### src/rtl/frame_rate_monitor.sv
// Counts vsync edges per fixed clk50 gate window and reports the rate in binary and on
// seven-segment digits, with running min/max and a stall flag for lost sync.
module frame_rate_monitor #(
  parameter int CLK_HZ        = 50_000_000,
  parameter int CNT_W         = 10,
  parameter int DIGITS        = 3,
  parameter int VS_POL        = 1,
  parameter int STALL_WINDOWS = 2,
  parameter int BLANK_LZ      = 1
) (
  input  logic                  clk50,
  input  logic                  rst,
  input  logic                  vs,
  input  logic                  clr_minmax,
  output logic [CNT_W-1:0]      fps,
  output logic [CNT_W-1:0]      fps_min,
  output logic [CNT_W-1:0]      fps_max,
  output logic                  fps_valid,
  output logic                  stall,
  output logic [7*DIGITS-1:0]   hex
);

  localparam int                  WIN_W     = (CLK_HZ > 1) ? $clog2(CLK_HZ) : 1;
  localparam logic [WIN_W-1:0]    WIN_LAST  = WIN_W'(CLK_HZ - 1);
  localparam int                  ZC_W      = (STALL_WINDOWS > 0) ? $clog2(STALL_WINDOWS + 1) : 1;
  localparam logic [ZC_W-1:0]     ZC_MAX    = ZC_W'(STALL_WINDOWS);
  localparam logic [CNT_W-1:0]    CNT_MAX   = '1;
  localparam logic [4*DIGITS-1:0] ALL_NINES = {DIGITS{4'h9}};

  logic                  vs_s1, vs_s2, vs_h;
  logic                  vs_edge;
  logic [WIN_W-1:0]      win_cnt;
  logic                  win_end;
  logic [CNT_W-1:0]      frame_cnt, frame_nxt;
  logic [4*DIGITS-1:0]   bcd_cnt, bcd_nxt, bcd_reg;
  logic                  carry;
  logic                  seed_pend, seeding;
  logic [ZC_W-1:0]       zero_cnt, zero_nxt;
  logic                  lead;
  logic [3:0]            digit;

  function automatic logic [6:0] seg7(input logic [3:0] d);
    case (d)
      4'd0:    seg7 = 7'h40;
      4'd1:    seg7 = 7'h79;
      4'd2:    seg7 = 7'h24;
      4'd3:    seg7 = 7'h30;
      4'd4:    seg7 = 7'h19;
      4'd5:    seg7 = 7'h12;
      4'd6:    seg7 = 7'h02;
      4'd7:    seg7 = 7'h78;
      4'd8:    seg7 = 7'h00;
      4'd9:    seg7 = 7'h10;
      default: seg7 = 7'h7F;
    endcase
  endfunction

  always_ff @(posedge clk50 or posedge rst) begin
    if (rst) begin
      vs_s1 <= 1'b0;
      vs_s2 <= 1'b0;
      vs_h  <= 1'b0;
    end else begin
      vs_s1 <= vs;
      vs_s2 <= vs_s1;
      vs_h  <= vs_s2;
    end
  end

  assign vs_edge = (VS_POL != 0) ? (vs_s2 & ~vs_h) : (~vs_s2 & vs_h);

  always_ff @(posedge clk50 or posedge rst) begin
    if (rst)          win_cnt <= '0;
    else if (win_end) win_cnt <= '0;
    else              win_cnt <= win_cnt + WIN_W'(1);
  end

  assign win_end = (win_cnt == WIN_LAST);

  // An edge in the window-end cycle is folded into the closing window via the _nxt values.
  assign frame_nxt = (vs_edge && frame_cnt != CNT_MAX) ? frame_cnt + CNT_W'(1) : frame_cnt;

  always_comb begin
    bcd_nxt = bcd_cnt;
    carry   = 1'b0;
    if (vs_edge && bcd_cnt != ALL_NINES) begin
      carry = 1'b1;
      for (int k = 0; k < DIGITS; k++) begin
        if (carry) begin
          if (bcd_cnt[4*k +: 4] == 4'd9) begin
            bcd_nxt[4*k +: 4] = 4'd0;
          end else begin
            bcd_nxt[4*k +: 4] = bcd_cnt[4*k +: 4] + 4'd1;
            carry = 1'b0;
          end
        end
      end
    end
  end

  assign seeding  = seed_pend | clr_minmax;
  assign zero_nxt = (frame_nxt != '0) ? '0 :
                    (zero_cnt == ZC_MAX) ? zero_cnt : zero_cnt + ZC_W'(1);

  always_ff @(posedge clk50 or posedge rst) begin
    if (rst) begin
      frame_cnt <= '0;
      bcd_cnt   <= '0;
      bcd_reg   <= '0;
      fps       <= '0;
      fps_min   <= '0;
      fps_max   <= '0;
      fps_valid <= 1'b0;
      stall     <= 1'b0;
      zero_cnt  <= '0;
      seed_pend <= 1'b1;
    end else begin
      fps_valid <= win_end;
      if (win_end) begin
        frame_cnt <= '0;
        bcd_cnt   <= '0;
        fps       <= frame_nxt;
        bcd_reg   <= bcd_nxt;
        zero_cnt  <= zero_nxt;
        stall     <= (zero_nxt >= ZC_MAX);
        seed_pend <= 1'b0;
        if (seeding) begin
          fps_min <= frame_nxt;
          fps_max <= frame_nxt;
        end else begin
          if (frame_nxt < fps_min) fps_min <= frame_nxt;
          if (frame_nxt > fps_max) fps_max <= frame_nxt;
        end
      end else begin
        frame_cnt <= frame_nxt;
        bcd_cnt   <= bcd_nxt;
        if (clr_minmax) seed_pend <= 1'b1;
      end
    end
  end

  // Walk from the top digit down; blanking stops at the first nonzero digit.
  always_comb begin
    hex   = '1;
    lead  = (BLANK_LZ != 0);
    digit = 4'd0;
    for (int k = DIGITS - 1; k >= 0; k--) begin
      digit = bcd_reg[4*k +: 4];
      if (lead && k != 0 && digit == 4'd0) begin
        hex[7*k +: 7] = 7'h7F;
      end else begin
        hex[7*k +: 7] = seg7(digit);
        lead = 1'b0;
      end
    end
  end

endmodule
### config.mk
export PLATFORM = sky130hd
export DESIGN_NAME = frame_rate_monitor
export DESIGN_NICKNAME = d
export VERILOG_FILES = /design/src/rtl/frame_rate_monitor.sv
export SDC_FILE = /design/constraint.sdc
export NUM_CORES = 1
export LEC_CHECK = 0
export BUFFER_PORTS_ARGS = -buffer_cell sky130_fd_sc_hd__buf_2
export CORE_AREA = 2 2 107 109
export DETAILED_ROUTE_END_ITERATION = 10
export DIE_AREA = 0 0 109 111
export PLACE_DENSITY = 0.69
export SLEW_MARGIN = 20
export SYNTH_ARGS = -nofsm -noshare
export SYNTH_HDL_FRONTEND = slang
export SYNTH_SLANG_ARGS = --single-unit
### constraint.sdc
create_clock -name clk50 -period 8.04 [get_ports clk50]
set_clock_uncertainty 0.05 [all_clocks]
set_input_delay 0.402 -clock clk50 [delete_from_list [all_inputs] [get_ports clk50]]
set_output_delay 0.402 -clock clk50 [all_outputs]
set_load 0.03 [all_outputs]
==> results of run 1 <==
power by group through the flow:
stage / Clock (mW) / Sequential, mW / Combinational (mW)
after floorplan: 0 / 0.563 / 0.153
after global placement: 0 / 0.568 / 0.189
after detailed placement: 0 / 0.571 / 0.195
after CTS: 0.408 / 0.562 / 0.197
after global routing: 0.432 / 0.567 / 0.221
final: 0.399 / 0.563 / 0.196
worst max path at each step:
stage                     slack, ns         end  depth (start not counted)          from
after floorplan                4.36  fps_max[0]                         14  frame_cnt[0]
after global placement         3.84  fps_max[5]                         13  frame_cnt[0]
after detailed placement       3.68  fps_max[5]                         13  frame_cnt[0]
after CTS                      3.65  fps_max[5]                         13  frame_cnt[0]
after global routing           3.31  fps_max[5]                         13  frame_cnt[0]
final                          3.57  fps_max[5]                         13  frame_cnt[0]
layout make-up:
| cell class | instances | area (um2) | share of cell area, % |
|---|---|---|---|
| clock buffer | 11 | 243 | 3.97 |
| clock inverter | 5 | 30.0 | 0.491 |
| inverter | 44 | 168 | 2.74 |
| multi-input combinational | 413 | 2710 | 44.3 |
| sequential | 98 | 2450 | 40.1 |
| tap | 143 | 179 | 2.92 |
| timing repair buffer | 62 | 332 | 5.42 |
cells in the final DEF, fill, tap and decap left out, drive strengths merged, types with 11 or more instances in the layout:
cell type / n
buf: 61
o21ai: 46
a21oi: 23
nor2: 63
nand2: 64
xnor2: 16
nor3: 12
inv: 44
clkbuf: 11
nand3: 21
mux2i: 19
xor2: 20
dfrtp: 97
ha: 33
cell usage after synthesis (6+ instances only):
master	count
inv_1	44
xor2_1	19
and3_1	7
xnor2_1	15
nand4_1	8
nand3_1	21
nand2_1	64
a21oi_1	23
nor2_1	63
mux2i_1	19
nor3b_1	7
o21ai_0	45
dfrtp_1	97
clkbuf_1	15
or3_1	6
ha_1	33
nor3_1	12
repair_timing:
item,4_1_cts,5_1_grt
endpoints found under the hold margin,16,0
hold buffers,1,0
gates resized for setup,0,0
setup endpoints to repair,0,0
kinds of logic after synthesis:
kind of cell / Yosys count
adder cells (fa/ha/maj): 34
AO/OA/AOI/OAI: 99
multiplexers: 26
XOR/XNOR: 36
AND/OR/NAND/NOR: 218
flip-flops: 98
buffers and inverters: 61
worst max-delay path: cells and delay by family, from the launching register on:
family          cells  cell delay, ns
compound gates      5            1.59
simple gates        3            0.87
fa+ha+maj           2            0.58
flops               1            0.44
xor+xnor            1            0.35
mux                 1            0.35
buf+inv             1            0.12
routing by layer:
metal / wire [um] / GRT usage (%) / up-vias
met3: 345 / 2.82 / 15
met2: 5360 / 31.8 / 72
met1: 5360 / 27.4 / 2022
li1: - / - / 2066
met5: 0 / 0 / -
met4: 208 / 8.03 / 0
per-stage QoR:
step / std cells / cell area, um2 / util (%)
5_1_grt: 776 / 6120 / 55.2
6_report: 776 / 6120 / 55.2
3_3_place_gp: 759 / 5830 / 52.6
2_1_floorplan: 572 / 5400 / -
3_5_place_dp: 759 / 5830 / 52.6
4_1_cts: 776 / 6110 / 55.2
==> reports/results.ini, run 1 <==
[status]
status=finished clean

[cells_and_area]
areaGrowthSynthToFinish_pct=13.4
fillers=990
nets=665
diodes=0
largest_reg_flops=26
drive_gt1_share_pct=15.3

[power]
p_per_area_nw_per_um2=189
clkPwrFrac_pct=34.4
ir_drop_mv=0.103
p_sw_share_pct=29.6
intPower_mw=0.815
p_switching_mw=0.343
total_power_mw=1.16
power_frac_comb_pct=17.0
seqPwrFrac_pct=48.6
power_leakage_nw=3.04

[route]
drtIter0Drc=275
drcViolationCount=0
routed_wl_um=11300
via_count=4175
final_antenna_net_count=0
avgRoutedWirePerCell_um=14.5
drt-vias-per-instance=5.38
dr.pass1.iters=4

[sta]
relSlewSlack_pct=30.4
rsz0062_at_grt=no
finalWorstSetupSlack_ns=3.57
fin_crit_sh_pct=55.7
drv_slew=0
fmax_mhz=224
hold_slack_ns=0.115
hold_viol=0
tightest_slew_ns=1.04
finalSetupTns_ns=0
finalSetupViolations=0
min_period_ns=4.47

[setup_path]
crit_required_ns=8.21
crit_arrival_ns=4.65
path_cells=ha_1 > nand3_1 > o21ai_0 > or4_1 > xor2_1 > inv_1 > ha_1 > and4_1 > a221oi_1 > o31ai_1 > a311oi_1 > a311o_1 > mux2_4
rr_startpoint=frame_cnt[0]
reg2regPathDepth=13
r2r-end=fps_max[5]
path_max_fanout=9
slowest_delay_ns=0.57
end_kind=flip-flop
critPathKind=reg2reg
cp-start-kind=flip-flop
rrSetupSlack_ns=3.57
critPathSlowestCell=a311o_1
crit_path_frequent_cell=ha_1

[synth]
yosys_register_bits=98
yosys.area.top_type=dfrtp_1
synth-edff-count=0
yosys_warnings=0
synth-compound-area-share_pct=11.3
synth-adder-area-share_pct=7.86
synth.net_count=609
synth_top_flop_cell=dfrtp_1
synth-simple-area-share_pct=19.5
synth_mux_area_share_pct=5.26
synth_cell_types=56
seq_area_frac_synth_pct=45.5
yosysTopAreaCellShare_pct=45.0
async_flop_share_pct=100
synth_top_family_by_area=simple AND/OR/NAND/NOR gates
yosys-top-cells-area=dfrtp_1 (45%), ha_1 (7.7%), nand2_1 (4.5%)
avgSynthCellArea_um2=9.43
netlist_instances=572
synth_xor_area_share_pct=6.12
netlist_area_um2=5400

[floorplan]
start_util_pct=48.7
die_y_um=111
die_area_um2=12100
ioPinCount=57
coreArea_um2=11100
placementRows=39
die_w_um=109

[global_route]
grt_pass1_vias=4096
grt_usage_pct=20.0
grt_pass1_wl_um=19200
grt_overflow=0
grt_max_degree=83
antenna_found_initial=0

[clock_network]
postCtsSetupBuffers=0
clk_pin_slew_worst_paths_ns=0.07
root_buffer=clkbuf_16
tritoncts=built
cts_made_buffers=9
clock-sinks=98
cts.path.max_buffers=2
clk_latency_ns=0.34
htreeDepth=3

[min_path]
hp-class=in2reg
min_to=vs_s1
hold_path_depth=1
min_from=vs

[placed_design]
dp_hpwl_um=8060
gp_congestion=0.894
numPortBuffers=56
place_ws_ns=3.68

[job]
maxCapViolCount=0

Note: power is estimated with default switching activity, not from simulation.
==> run 2: changes to the inputs <==
Settings changed: ABC_AREA set to 1, CORE_AREA 2 2 107 109 to 2 2 108 110, DIE_AREA 0 0 109 111 to 0 0 110 112, PLACE_DENSITY 0.69 to 0.71.
Clock period 8.04 ns to 3.73 ns, I/O delays scaled along.
==> run 2 against run 1 <==
Effect of this change: the flow now finishes with violations (negative hold slack); clock power up 150%; maximum frequency grew 31%; final cell count grew 17%; flip-flop and latch count did not move; non-clock buffer count rose by 2; clock-buffer cell count decreased by 2; combinational power up 130%; sequential share of layout area down 1.1 points; power increased by 130%; critical path type unchanged; largest cell class unchanged.
==> reports/results.ini, run 2 <==
[status]
status=finished, violations left
violations=negative hold slack

[job]
maxCapViolCount=0

[sta]
fin_crit_sh_pct=91.2
min_period_ns=3.40
drv_slew=0
tightest_slew_ns=1.03
finalSetupTns_ns=0
finalSetupViolations=0
hold_slack_ns=-0.0491
fmax_mhz=294
hold_viol=86
relSlewSlack_pct=30.6

[cells_and_area]
stdcell_area_um2=6300
final_cell_mix=nand2_1 (152), inv_1 (102), dfrtp_1 (97)
multiInputGateArea_um2=2600
nets=799
areaGrowthSynthToFinish_pct=14.5
final_cells=910
final_common_cell=nand2_1
fillers=978
largest_reg_flops=26
diodes=0
regArea_um2=2450
drive_gt1_share_pct=14.1

[synth]
yosys-top-cells-area=dfrtp_1 (44%), nand2_1 (10%), ha_1 (7.5%)
synth_most_common_cell=nand2_1
yosys_warnings=0
netlist_area_um2=5500
yosysTopAreaCellShare_pct=44.1
synth.net_count=736
yosys.area.top_type=dfrtp_1
yosys_register_bits=98
synth_common_cells=nand2_1 (152), inv_1 (103), dfrtp_1 (97), nor2_1 (79), nand3_1 (54)
synth-edff-count=0
seq_area_frac_synth_pct=44.6
synth_top_flop_cell=dfrtp_1
async_flop_share_pct=100
netlist_instances=699
synth_cell_types=40
avgSynthCellArea_um2=7.87

[route]
routed_wl_um=11500
avgRoutedWirePerCell_um=12.6
drcViolationCount=0
drtIter0Drc=285
drt-vias-per-instance=5.13
final_antenna_net_count=0
via_count=4672
dr.pass1.iters=5

[floorplan]
ioPinCount=57
coreArea_um2=11200
placementRows=39
die_w_um=110
die_area_um2=12300
start_util_pct=49.2
die_y_um=112

[setup_path]
rr_startpoint=frame_cnt[0]
critPathKind=reg2reg
crit_arrival_ns=3.58
cp-start-kind=flip-flop
reg2regPathDepth=24
path_max_fanout=11
crit_required_ns=3.91
end_kind=flip-flop
rrSetupSlack_ns=0.33
r2r-end=fps_max[9]

[power]
power_leakage_nw=3.21
p_per_area_nw_per_um2=414
ir_drop_mv=0.273

[clock_network]
postCtsSetupBuffers=0
clk_latency_ns=0.34
tritoncts=built
cts.path.max_buffers=2
htreeDepth=3
cts_made_buffers=9
root_buffer=clkbuf_16
clock-sinks=98
clk_pin_slew_worst_paths_ns=0.07

[global_route]
grt_pass1_wl_um=20100
grt_overflow=0
antenna_found_initial=0
grt_max_degree=89
grt_usage_pct=20.3
grt_pass1_vias=4599

[placed_design]
dp_cells=893
dp_hpwl_um=8370
numPortBuffers=56
place_area_um2=5960
gp_congestion=0.862

[min_path]
hp-class=in2async

[run 2: cell types whose count changed in the layout (fill, tap and decap cells not counted), moves of 6 or more]
cell / change
xnor2_1: -12
nand2_2: +6
mux2i_1: -19
nand2_1: +88
nor3b_1: -7
nor2_2: +6
nand3_1: +33
and3_1: -6
inv_1: +59
nand4_1: +9
nor2_1: +16
or3_1: -6
[run 2: worst max path at each step]
stage | startpoint | endpoint | slack [ns] | cells after the start
6_report | frame_cnt[0] | fps_max[9] | 0.33 | 24
5_1_grt | frame_cnt[0] | fps_max[5] | -0.006 | 24
4_1_cts | frame_cnt[0] | fps_max[9] | 0.34 | 21
3_5_place_dp | frame_cnt[0] | fps_max[9] | 0.42 | 21
3_3_place_gp | frame_cnt[0] | fps_max[6] | 0.61 | 23
2_1_floorplan | frame_cnt[0] | fps_max[3] | 0.83 | 24
[run 2: per-layer routing]
metal | vias up | global-route usage, % | part of all wire [%]
li1 | 2385 | - | -
met1 | 2153 | 27.2 | 47
met2 | 122 | 33.3 | 47
met3 | 12 | 2.52 | 4.4
met4 | 0 | 7.85 | 1.7
met5 | - | 0 | 0
[run 2: what timing repair did]
item,CTS,global route
endpoints found under the setup margin,0,2
gates resized for setup,0,1
endpoints found under the hold margin,1,0
hold buffers,1,0
[run 2: report_power, final]
part / internal [mW] / switching (mW)
clock: 0.586 / 0.393
combinational: 0.153 / 0.299
sequential: 1.12 / 0.0592
total: 1.86 / 0.751
[run 2: kinds of logic after synthesis]
family,after synthesis,share of synthesized area (%)
xor gates and xnor gates,21,3.34
and+or+nand+nor,342,27.6
buffers and inverters,118,8.26
adders and majority gates,33,7.51
DFF,98,44.6
AOI/OAI and AO/OA,87,8.69
[run 2: final cells by class]
type	instances	share of cell area [%]
tap	143	2.84
clock buffer	9	3.58
timing repair buffer	64	5.45
sequential	98	39.0
inverter	106	6.40
clock inverter	7	1.49
multi-input combinational	483	41.3
[run 2: critical path, cell delays in order (launching register included)]
cell and delay, ns:
dfrtp_1 0.43, ha_1 0.25, nand3_2 0.11, nor2_2 0.04, nand2_2 0.08, nand2_4 0.09, inv_2 0.08, nand2_1 0.07
nor2_1 0.21, nand3_1 0.12, xnor2_1 0.17, ha_1 0.34, nand4_1 0.14, nor2_1 0.11, nand2_1 0.06, nor2_1 0.12
nand3_1 0.10, nand2_1 0.07, inv_1 0.04, nand2_1 0.04, nand2_1 0.06, nand2_2 0.17, nand2_2 0.18, nand2_1 0.11
nand2_1 0.05
[run 2: through the flow]
step / hold WS [ns] / utilization, % / worst slack, ns / power, mW
after global routing: 0.0290 / 56.3 / -0.00633 / 2.77
after CTS: 0.0953 / 56.3 / 0.343 / 2.62
after detailed placement: 0.246 / 53.3 / 0.417 / 1.64
after global placement: 0.248 / 53.3 / 0.615 / 1.62
final: -0.0491 / 56.3 / 0.327 / 2.61
after floorplan: 0.168 / - / 0.832 / 1.53
==> run 3: changes to the inputs <==
Settings changed: REMOVE_ABC_BUFFERS set to 1.
==> run 3 against run 2 <==
Effect of this change: maximum frequency increased by 0.92%; register-to-register slack improved by 0.03 ns; sequential share of layout area about the same; clock power decreased by 8.3%; clock-buffer cell count increased by 1; largest power group unchanged; non-clock buffer count increased by 1; critical path depth unchanged; the run still ends with negative hold slack left; power decreased by 2.7%.
==> reports/results.ini, run 3 (synthesized netlist as in run 2, its figures left out) <==
[cells_and_area]
utilization_pct=56.3
drive_gt1_share_pct=14.3
final_cells=910
largest_reg_flops=26
areaGrowthSynthToFinish_pct=14.4
stdcell_area_um2=6290
nets=800
final_common_cell=nand2_1
final_cell_mix=nand2_1 (152), inv_1 (102), dfrtp_1 (97)
diodes=0

[floorplan]
ioPinCount=57
die_area_um2=12300
start_util_pct=49.2
die_w_um=110
die_y_um=112
coreArea_um2=11200
placementRows=39

[setup_path]
path_cells=ha_1 > nand3_2 > nor2_2 > nand2_2 > nand2_4 > inv_2 > nand2_1 > nor2_2 > nand3_2 > xnor2_4 > ha_1 > nand4_1 > nor2_1 > nand2_1 > nor2_1 > nand3_1 > nand2_1 > inv_1 > nand2_1 > nand2_1 > nand2_2 > nand2_2 > nand2_1 > nand2_1
crit_path_frequent_cell=nand2_1
end_kind=flip-flop
critPathSlowestCell=dfrtp_1
crit_required_ns=3.91
r2r-end=fps_max[1]
rrSetupSlack_ns=0.36
critPathKind=reg2reg
reg2regPathDepth=24
crit_arrival_ns=3.55
slowest_delay_ns=0.43
path_max_fanout=11
rr_startpoint=frame_cnt[1]
cp-start-kind=flip-flop

[placed_design]
place_ws_ns=0.269
gp_congestion=0.863
numPortBuffers=56
dp_hpwl_um=8910
place_area_um2=5960
dp_cells=894

[sta]
min_period_ns=3.37
finalSetupViolations=0
drv_slew=0
fin_crit_sh_pct=90.4
tightest_slew_ns=0.950
hold_slack_ns=-0.00508
fmax_mhz=297
relSlewSlack_pct=36.7
finalWorstSetupSlack_ns=0.358
hold_viol=6

[power]
total_power_mw=2.54
p_per_area_nw_per_um2=403
power_leakage_nw=3.21
ir_drop_mv=0.282

[job]
maxCapViolCount=0

[clock_network]
clk_latency_ns=0.34
cts_made_buffers=9
clock-sinks=98
htreeDepth=3
tritoncts=built
cts.path.max_buffers=2
clk_pin_slew_worst_paths_ns=0.06
root_buffer=clkbuf_16

[route]
drtIter0Drc=350
drcViolationCount=0
drt-vias-per-instance=5.21
dr.pass1.iters=5
final_antenna_net_count=0
routed_wl_um=12200
avgRoutedWirePerCell_um=13.4
via_count=4743

[status]
status=finished, violations left
violations=negative hold slack

[global_route]
grt_usage_pct=20.8
grt_overflow=0
grt_pass1_vias=4516
antenna_found_initial=0
grt_max_degree=80
grt_pass1_wl_um=20300

[min_path]
hp-class=in2async

==> run 3: changes by cell type in the layout (fill, tap and decap cells not counted), sizes merged <==
cell	change
buf	+1
bufinv	-1
clkinvlp	-1
clkbuf	+1
==> run 3: worst max-delay path: cells and delay by family, from the launching register on <==
kind,cells,cell delay (ns)
AND/OR/NAND/NOR,19,1.91
adder cells (fa/ha/maj),2,0.57
flip-flops,1,0.43
XOR/XNOR,1,0.19
buffers and inverters,2,0.11
==> run 3: stage by stage <==
| step | hold WS, ns | TNS (ns) |
|---|---|---|
| CTS | 0.0601 | 0 |
| global placement | 0.244 | 0 |
| floorplan | 0.168 | 0 |
| detailed placement | 0.247 | 0 |
| global route | 0.106 | -0.0186 |
| finish | -0.00508 | 0 |
==> run 3: how the worst max path moves through the flow <==
stage / startpoint / end / slack, ns / depth (start not counted)
after floorplan: frame_cnt[0] / fps_min[0] / 0.63 / 21
after global placement: frame_cnt[1] / fps_max[3] / 0.45 / 24
after detailed placement: frame_cnt[0] / fps_max[4] / 0.27 / 24
after CTS: frame_cnt[1] / fps_max[1] / 0.25 / 24
after global routing: frame_cnt[1] / fps_max[6] / -0.008 / 24
final: frame_cnt[1] / fps_max[1] / 0.36 / 24
==> run 3: final cells by class <==
| class | instances | area [um2] |
|---|---|---|
| timing repair buffer | 65 | 350 |
| inverter | 106 | 400 |
| sequential | 98 | 2450 |
| clock buffer | 10 | 229 |
| tap | 143 | 179 |
| multi-input combinational | 483 | 2630 |
| clock inverter | 5 | 56.3 |
| fill | 1024 | 4880 |
==> run 3: timing repair <==
item | CTS | global route
endpoints found under the setup margin | 0 | 14
resized for setup | 0 | 5
setup buffers | 0 | 0
endpoints found under the hold margin | 1 | 0
hold buffers | 1 | 0
==> run 3: power breakdown <==
group	total [mW]	internal, mW	switching (mW)
logic	0.456	0.152	0.304
clock network	0.898	0.515	0.383
registers	1.18	1.12	0.0646
total	2.54	1.78	0.752
==> run 3: metal layers <==
metal  track usage [%]  part of all wire, %
met5                 0                    0
met4              7.93                  1.7
met3              2.34                  3.3
met2              34.3                   49
met1              27.9                   46
